==> config.mk <==
export PLATFORM = sky130hd
export DESIGN_NAME = phase_sequencer_flat
export DESIGN_NICKNAME = d
export VERILOG_FILES = /design/src/rtl/phase_sequencer_pkg.sv /design/src/rtl/phase_sequencer_if.sv /design/src/rtl/phase_sequencer_decode.sv /design/src/rtl/phase_sequencer.sv /design/src/flat_wrapper.sv
export SDC_FILE = /design/constraint.sdc
export NUM_CORES = 1
export LEC_CHECK = 0
export ABC_AREA = 1
export BUFFER_PORTS_ARGS = -buffer_cell sky130_fd_sc_hd__buf_2
export CAP_MARGIN = 20
export CORE_AREA = 4 4 41 43
export DETAILED_ROUTE_END_ITERATION = 8
export DIE_AREA = 0 0 45 47
export SLEW_MARGIN = 20
export SYNTH_ARGS = -nofsm -noshare
export SYNTH_HDL_FRONTEND = slang
export SYNTH_SLANG_ARGS = --single-unit
==> constraint.sdc <==
create_clock -name clk -period 0.9 [get_ports clk]
set_input_delay 0.18 -clock clk [delete_from_list [all_inputs] [get_ports clk]]
set_output_delay 0.18 -clock clk [all_outputs]
set_load 0.02 [all_outputs]
==> src/rtl/phase_sequencer_pkg.sv <==
// Shared phase-sequencer definitions for the 8-band equalizer datapath.
// Phase width, last-phase value and the phase index type used by tap logic.
package phase_seq_pkg;

    localparam int COUNT_W    = 6;
    localparam int LAST_PHASE = (1 << COUNT_W) - 1;

    typedef logic [COUNT_W-1:0] phase_t;

    // Next phase in a free-running frame, wrapping LAST_PHASE -> 0.
    function automatic phase_t next_phase(input phase_t cur);
        return cur + phase_t'(1);
    endfunction

endpackage

==> src/rtl/phase_sequencer_if.sv <==
// Phase-sequencer bundle: count enable in, registered phase and frame flags out.
// master = sequencer side, slave = downstream tap/accumulator side.
interface phase_sequencer_if #(
    parameter int COUNT_W = phase_seq_pkg::COUNT_W
);
    logic               clk_enable;
    logic [COUNT_W-1:0] current_count;
    logic               phase_0;
    logic               phase_63;
    logic               control_phase_bar;

    modport master (
        input  clk_enable,
        output current_count,
        output phase_0,
        output phase_63,
        output control_phase_bar
    );

    modport slave (
        output clk_enable,
        input  current_count,
        input  phase_0,
        input  phase_63,
        input  control_phase_bar
    );
endinterface

==> src/rtl/phase_sequencer_decode.sv <==
// Stateless frame-boundary decoder for a phase count; zero latency.
// No backpressure: flags follow the count and enable combinationally.
module phase_decode #(
    parameter int COUNT_W = phase_seq_pkg::COUNT_W
) (
    input  logic [COUNT_W-1:0] count,
    input  logic               enable,
    output logic               first_phase,
    output logic               last_phase,
    output logic               control_phase_bar
);
    localparam logic [COUNT_W-1:0] FIRST_VAL = '0;
    localparam logic [COUNT_W-1:0] LAST_VAL  = '1;

    always_comb begin
        first_phase       = enable & (count == FIRST_VAL);
        last_phase        = enable & (count == LAST_VAL);
        control_phase_bar = ~first_phase;
    end
endmodule

==> src/rtl/phase_sequencer.sv <==
// Free-running 64-phase frame counter with first/last/control decode; count is registered.
// No backpressure: clk_enable low freezes the count and suppresses the strobes.
module phase_sequencer
    import phase_seq_pkg::*;
#(
    parameter int COUNT_W = phase_seq_pkg::COUNT_W
) (
    input  logic              clk,
    input  logic              rst,
    phase_sequencer_if.master seq
);
    logic [COUNT_W-1:0] count_q;

    // Reset wins over enable; the decode is deliberately left ungated by rst.
    always_ff @(posedge clk) begin
        if (rst) begin
            count_q <= '0;
        end else if (seq.clk_enable) begin
            count_q <= count_q + 1'b1;
        end
    end

    assign seq.current_count = count_q;

    phase_decode #(
        .COUNT_W (COUNT_W)
    ) u_decode (
        .count             (count_q),
        .enable            (seq.clk_enable),
        .first_phase       (seq.phase_0),
        .last_phase        (seq.phase_63),
        .control_phase_bar (seq.control_phase_bar)
    );
endmodule

==> src/flat_wrapper.sv <==
// flat-port wrapper written by rule: the top's interface ports become plain ports
module phase_sequencer_flat import phase_seq_pkg::*;
#(
    parameter int COUNT_W = phase_seq_pkg::COUNT_W
)
  (clk, rst, seq_clk_enable, seq_current_count, seq_phase_0, seq_phase_63, seq_control_phase_bar);
  phase_sequencer_if #(.COUNT_W(COUNT_W)) seq_i ();
  input  logic clk;
  input  logic rst;
  input wire logic [$bits(seq_i.clk_enable)-1:0] seq_clk_enable;
  output wire logic [$bits(seq_i.current_count)-1:0] seq_current_count;
  output wire logic [$bits(seq_i.phase_0)-1:0] seq_phase_0;
  output wire logic [$bits(seq_i.phase_63)-1:0] seq_phase_63;
  output wire logic [$bits(seq_i.control_phase_bar)-1:0] seq_control_phase_bar;
  assign seq_i.clk_enable = seq_clk_enable;
  assign seq_current_count = seq_i.current_count;
  assign seq_phase_0 = seq_i.phase_0;
  assign seq_phase_63 = seq_i.phase_63;
  assign seq_control_phase_bar = seq_i.control_phase_bar;
  phase_sequencer #(.COUNT_W(COUNT_W)) u_core (.clk(clk), .rst(rst), .seq(seq_i));
endmodule
==> flow_metrics.tcl, run 1 <==
set metrics [dict create \
    syn_inst 43 \
    yosysWarnings 0 \
    worstPathMaxFanout 3 \
    clock-sinks 6 \
    synth_seq_cells 6 \
    reg2reg_from "u_core.seq.current_count[1]$_SDFFE_PP0P_" \
    setup_viol 14 \
    gr-total-overflow 0 \
    clk_latency_ps 260 \
    fin_area_um2 673 \
    core_um2 1300 \
    finalHoldViolCount 0 \
    synth.avg_cell_area_um2 7.13 \
    p_leak_uw 0.000284 \
    fmax_ghz 0.714 \
    pwr-share-clk_pct 38.6 \
    initial_core_util_pct 23.6 \
    max_cap_viol_count 0 \
    grt_pass1_wl_um 1700 \
    globalplace.congestion 0.730 \
    cp.required_ps 720 \
    post-route-min-period_ps 1400 \
    grt_util_all_layers_pct 11.9 \
    dpl.hpwl_um 614 \
    start_kind "register" \
    io_pins 12 \
    whs_path_depth 4 \
    via_per_inst 4.61 \
    grt_pass1_vias 380 \
    crit_type "register to output pin" \
    worstReg2RegEnd "u_core.seq.current_count[4]$_SDFFE_PP0P_" \
    drc 0 \
    dieArea_um2 2120 \
    final_nets 75 \
    slew_viol_final 0 \
    hold_class "input port to register" \
    cp-end-kind "output pin" \
    r2r_slack_ps -110 \
    largest_reg_flops 6 \
    r2r_cells 6 \
    cp-startpoint "u_core.seq.current_count[0]$_SDFFE_PP0P_" \
    powerDensity_nw_per_um2 1130 \
    wl_per_cell_um 12.5 \
    final.period_utilization_pct 156 \
    p_int_uw 531 \
    ys_seq_area_share_pct 39.2 \
    setup_slack_ps -500 \
    clk_pin_slew_ps 60 \
    relSlewSlack_pct 85.3 \
    final_antenna_net_count 0 \
    grt_max_degree 7 \
    cts_buffer_depth 2 \
    netlist_area_um2 307 \
    place_area_um2 493 \
    hold_end "u_core.seq.current_count[2]$_SDFFE_PP0P_" \
    p_switching_uw 233 \
    rows 13 \
    first_pass_iters 2 \
    power.share.sequential_pct 37.6 \
    status "complete, but fails checks" \
    drtIter0Drc 2 \
    cts_hold_buf 0 \
    drive_above_1_share_pct 73.9 \
    antenna_found_initial 0 \
    wl_um 1050 \
    area_delta_synth_final_pct 120 \
    antennaDiodeCount 0 \
    die_w_um 45 \
    synth_cell_type_count 13 \
    crit_arrival_ps 1220 \
    clock-root-buffer "clkbuf_4" \
    portBuffers 11 \
    die_y_um 47 \
    num_vias 387 \
    vdd_drop_max_uv 850 \
    swShare_pct 30.5 \
    htreeDepth 1 \
    worst_pin_slew_ps 221 \
    cts_tree "built" \
    rsz0062_at_grt "yes" \
    skew_ps 6.46 \
    numCtsBuffers 3 \
    synth_fp_nets 48 \
    nFillCells 130 \
    min_from "rst" \
    hold_slack_ps 253 \
    violations "setup timing" \
    pwr-share-comb_pct 23.8 \
]
per-layer routing:
metal	share of wire [%]	up-vias	global-route usage, %
met5	0	-	0
met4	2.3	0	7.02
met3	5.4	3	6.13
met2	52	11	17.5
met1	40	182	13.9
li1	-	191	-
critical path: stages (launching register included):
cell	delay, ps
dfxtp_4	360
inv_4	70
ha_4	140
nand3_4	70
nor3_4	140
inv_2	50
buf_6	120
metrics by stage:
stage | cells | utilization (%) | worst slack [ps] | TNS [ps] | total power, uW
final | 84 | 51.7 | -500 | -2520 | 764
after CTS | 84 | 49.1 | -551 | -2660 | 749
after global placement | 77 | 37.9 | -250 | -1050 | 416
after floorplan | 43 | - | -326 | -846 | 371
after global routing | 84 | 51.7 | -563 | -3240 | 818
after detailed placement | 77 | 37.9 | -269 | -1100 | 418
logic make-up (layout without fill, tap and decap cells):
logic type                 count (synthesis)  count (layout)  synth area share (%)
DFF                                        6               6                  39.2
AOI/OAI and AO/OA                          8               8                  13.1
and+or+nand+nor                           20              20                  31.0
buffers and inverters                      7              33                  8.57
adders and majority gates                  2               2                  8.16
cell usage after synthesis:
library cell	count	area share (%)
nor2_2	2	4.1
inv_2	1	1.2
inv_1	6	7.3
ha_1	2	8.2
o21ai_0	3	4.9
nor3_2	1	3.3
nor3_1	1	1.6
dfxtp_1	6	39
nand2_2	1	2.0
nand3_1	4	6.5
a21oi_1	5	8.2
nand2_1	4	4.9
nor2_1	7	8.6
placed cells by master, fill, tap and decap left out:
master    Yosys  layout
buf_6         0      10
buf_4         0       9
nor2_1        7       6
a21oi_1       5       4
inv_1         6       3
nor2_4        0       3
clkbuf_4      0       3
buf_2         0       3
dfxtp_4       0       3
dfxtp_2       0       3
inv_4         0       2
inv_2         1       2
nand3_4       0       2
nand2_2       1       2
nand3_2       0       2
nand2_1       4       2
o21ai_1       0       2
ha_4          0       2
nor3_4        0       1
nand2_4       0       1
nor3_2        1       1
a21oi_2       0       1
o21ai_2       0       1
clkbuf_1      0       1
power groups by stage:
stage	logic (uW)	registers [uW]	clock network (uW)
5_1_grt	195	289	333
3_3_place_gp	129	287	0
6_report	182	287	295
4_1_cts	162	285	302
2_1_floorplan	71.7	299	0
3_5_place_dp	129	289	0
cell type report:
| type | instances | area [um2] | area share, % |
|---|---|---|---|
| Sequential cell | 6 | 135 | 20.1 |
| Multi-Input combinational cell | 30 | 267 | 39.6 |
| Inverter | 7 | 31.3 | 4.65 |
| Clock buffer | 4 | 26.3 | 3.90 |
| Tap cell | 15 | 18.8 | 2.79 |
| Timing Repair Buffer | 22 | 195 | 29.0 |
timing repair:
item                       in CTS  in global routing
setup buffers                   3                  3
cloned                          0                  0
setup endpoints to repair      13                 15
gates resized for setup        27                 10
pin swaps                       4                  4
worst max-delay path by stage:
stage,to,slack [ps],cells after the start
after floorplan,seq_control_phase_bar,-330,5
after global placement,seq_phase_0,-250,5
after detailed placement,seq_phase_0,-270,5
after CTS,seq_control_phase_bar,-550,6
after global routing,seq_control_phase_bar,-560,6
final,seq_control_phase_bar,-500,6
(Power assumes the default switching activity.)
==> inputs of run 2 (changes only) <==
--- a/config.mk
+++ b/config.mk
@@ -7,10 +7,14 @@
 export LEC_CHECK = 0
 export ABC_AREA = 1
 export BUFFER_PORTS_ARGS = -buffer_cell sky130_fd_sc_hd__buf_2
-export CAP_MARGIN = 20
+export CAP_MARGIN = 15
+export CELL_PAD_IN_SITES_DETAIL_PLACEMENT = 1
+export CELL_PAD_IN_SITES_GLOBAL_PLACEMENT = 1
 export CORE_AREA = 4 4 41 43
 export DETAILED_ROUTE_END_ITERATION = 8
 export DIE_AREA = 0 0 45 47
+export MAX_ROUTING_LAYER = met4
+export PLACE_DENSITY_LB_ADDON = 0.1
 export SLEW_MARGIN = 20
 export SYNTH_ARGS = -nofsm -noshare
 export SYNTH_HDL_FRONTEND = slang
==> run 2 against run 1 <==
  * The flow still finishes with violations (setup timing)
  * Sequential cell count unchanged
  * First-iteration DRC count down 50%
  * Cell count unchanged
  * Wire length up 5.7%
  * Maximum frequency up 0.74%
  * Design area down 1.1%
  * Clock skew up 2.2 ps
  * Largest power group is now sequential cells
==> flow_metrics.tcl, run 2 (same netlist as run 1, synthesis figures left out) <==
set metrics [dict create \
    nFillCells 168 \
    initial_core_util_pct 23.6 \
    globalplace.congestion 0.738 \
    crit_arrival_ps 1210 \
    drtIter0Drc 1 \
    grt_max_degree 7 \
    cts_hold_buf 0 \
    setup_viol 14 \
    reg2reg_from "u_core.seq.current_count[1]$_SDFFE_PP0P_" \
    numCtsBuffers 3 \
    min_from "seq_clk_enable" \
    r2r_cells 6 \
    area_delta_synth_final_pct 117 \
    clk_latency_ps 250 \
    crit_type "register to output pin" \
    p_switching_uw 214 \
    p_leak_uw 0.000287 \
    hold_end "u_core.seq.current_count[2]$_SDFFE_PP0P_" \
    htreeDepth 1 \
    num_vias 384 \
    antenna_found_initial 0 \
    multi_input_area_um2 255 \
    final_util_pct 51.2 \
    pwr-share-clk_pct 37.4 \
    start_kind "register" \
    hold_class "input port to register" \
    setup_slack_ps -489 \
    antennaDiodeCount 0 \
    slew_viol_final 0 \
    final_antenna_net_count 0 \
    violations "setup timing" \
    final.period_utilization_pct 154 \
    p_int_uw 526 \
    rows 13 \
    fmax_ghz 0.720 \
    r2r_slack_ps -230 \
    final_common_cell "buf_6" \
    clock-root-buffer "clkbuf_4" \
    final_nets 75 \
    seqCellArea_um2 135 \
    drc 0 \
    grt_pass1_vias 423 \
    die_w_um 45 \
    dpl.hpwl_um 796 \
    finalHoldViolCount 0 \
    swShare_pct 29.0 \
    powerDensity_nw_per_um2 1110 \
    crit_chain "inv_4 -> ha_4 -> nand3_4 -> nor3_4 -> inv_2 -> buf_6" \
    grt_pass1_wl_um 1930 \
    whs_path_depth 3 \
    clk_pin_slew_ps 50 \
    drive_above_1_share_pct 72.5 \
    cts_buffer_depth 2 \
    largest_reg_flops 6 \
    final_cell_mix "11 x buf_6, 8 x buf_4, 6 x nor2_1" \
    worstReg2RegEnd "u_core.seq.current_count[4]$_SDFFE_PP0P_" \
    power.share.sequential_pct 38.8 \
    relSlewSlack_pct 82.9 \
    die_y_um 47 \
    cp-end-kind "output pin" \
    io_pins 12 \
    cp_slowest_cell "dfxtp_4" \
    vdd_drop_max_uv 628 \
    dieArea_um2 2120 \
    cp-startpoint "u_core.seq.current_count[0]$_SDFFE_PP0P_" \
    wl_um 1110 \
    status "complete, but fails checks" \
    worst_pin_slew_ps 256 \
    slowest_delay_ps 360 \
    grt_util_all_layers_pct 14.1 \
    post-route-min-period_ps 1390 \
    core_um2 1300 \
    rsz0062_at_grt "yes" \
    worstPathMaxFanout 3 \
    pwr-share-comb_pct 23.8 \
    via_per_inst 4.57 \
    cp.required_ps 720 \
    max_cap_viol_count 0 \
    cts_tree "built" \
    gr-total-overflow 0 \
    wl_per_cell_um 13.2 \
    portBuffers 11 \
    clock-sinks 6 \
    first_pass_iters 4 \
    tns_ps -2570 \
    skew_ps 8.66 \
]
==> run 2: power by group through the flow <==
stage	Clock (uW)	Sequential, uW	Combinational [uW]
2_1_floorplan	0	299	71.7
3_3_place_gp	0	287	129
3_5_place_dp	0	289	134
4_1_cts	290	288	170
5_1_grt	333	288	193
6_report	277	287	176
==> run 2: per-layer routing <==
layer	part of all wire, %	GRT usage [%]	up-vias
met5	0	-	-
met4	1.7	8.77	0
met3	5.2	3.45	2
met2	57	24.6	11
met1	36	14.1	181
li1	-	-	190
==> run 2: repair_timing <==
action,4_1_cts,5_1_grt
gates resized for setup,29,6
pin swaps,7,6
endpoints found under the setup margin,13,15
endpoints found under the hold margin,0,0
setup buffers,5,2
==> run 2: layout make-up <==
cell class / count / area share, %
Inverter: 7 / 4.70
Multi-Input combinational cell: 30 / 38.3
Tap cell: 15 / 2.82
Timing Repair Buffer: 22 / 29.9
Clock buffer: 4 / 3.95
Sequential cell: 6 / 20.3
==> run 2: worst max-delay path by stage <==
stage	endpoint	slack [ps]
final	seq_control_phase_bar	-490
after global routing	seq_control_phase_bar	-590
after CTS	seq_control_phase_bar	-510
after detailed placement	seq_phase_0	-290
after global placement	seq_phase_0	-260
after floorplan	seq_control_phase_bar	-330
==> run 2: stage by stage <==
step                area [um2]  setup slack [ps]  instances  hold slack, ps  power (uW)
CTS                        663              -515         85             260         747
finish                     666              -489         84             282         740
floorplan                  359              -326         43             336         371
global placement           493              -264         77             495         416
global route               666              -589         84             273         814
detailed placement         493              -291         77             506         423
==> run 2: critical path, delay by kind of cell (launching register included) <==
| kind | cells | cell delay, ps |
|---|---|---|
| adder cells (fa/ha/maj) | 1 | 140 |
| buffers and inverters | 3 | 240 |
| flip-flops | 1 | 360 |
| AND/OR/NAND/NOR | 2 | 210 |
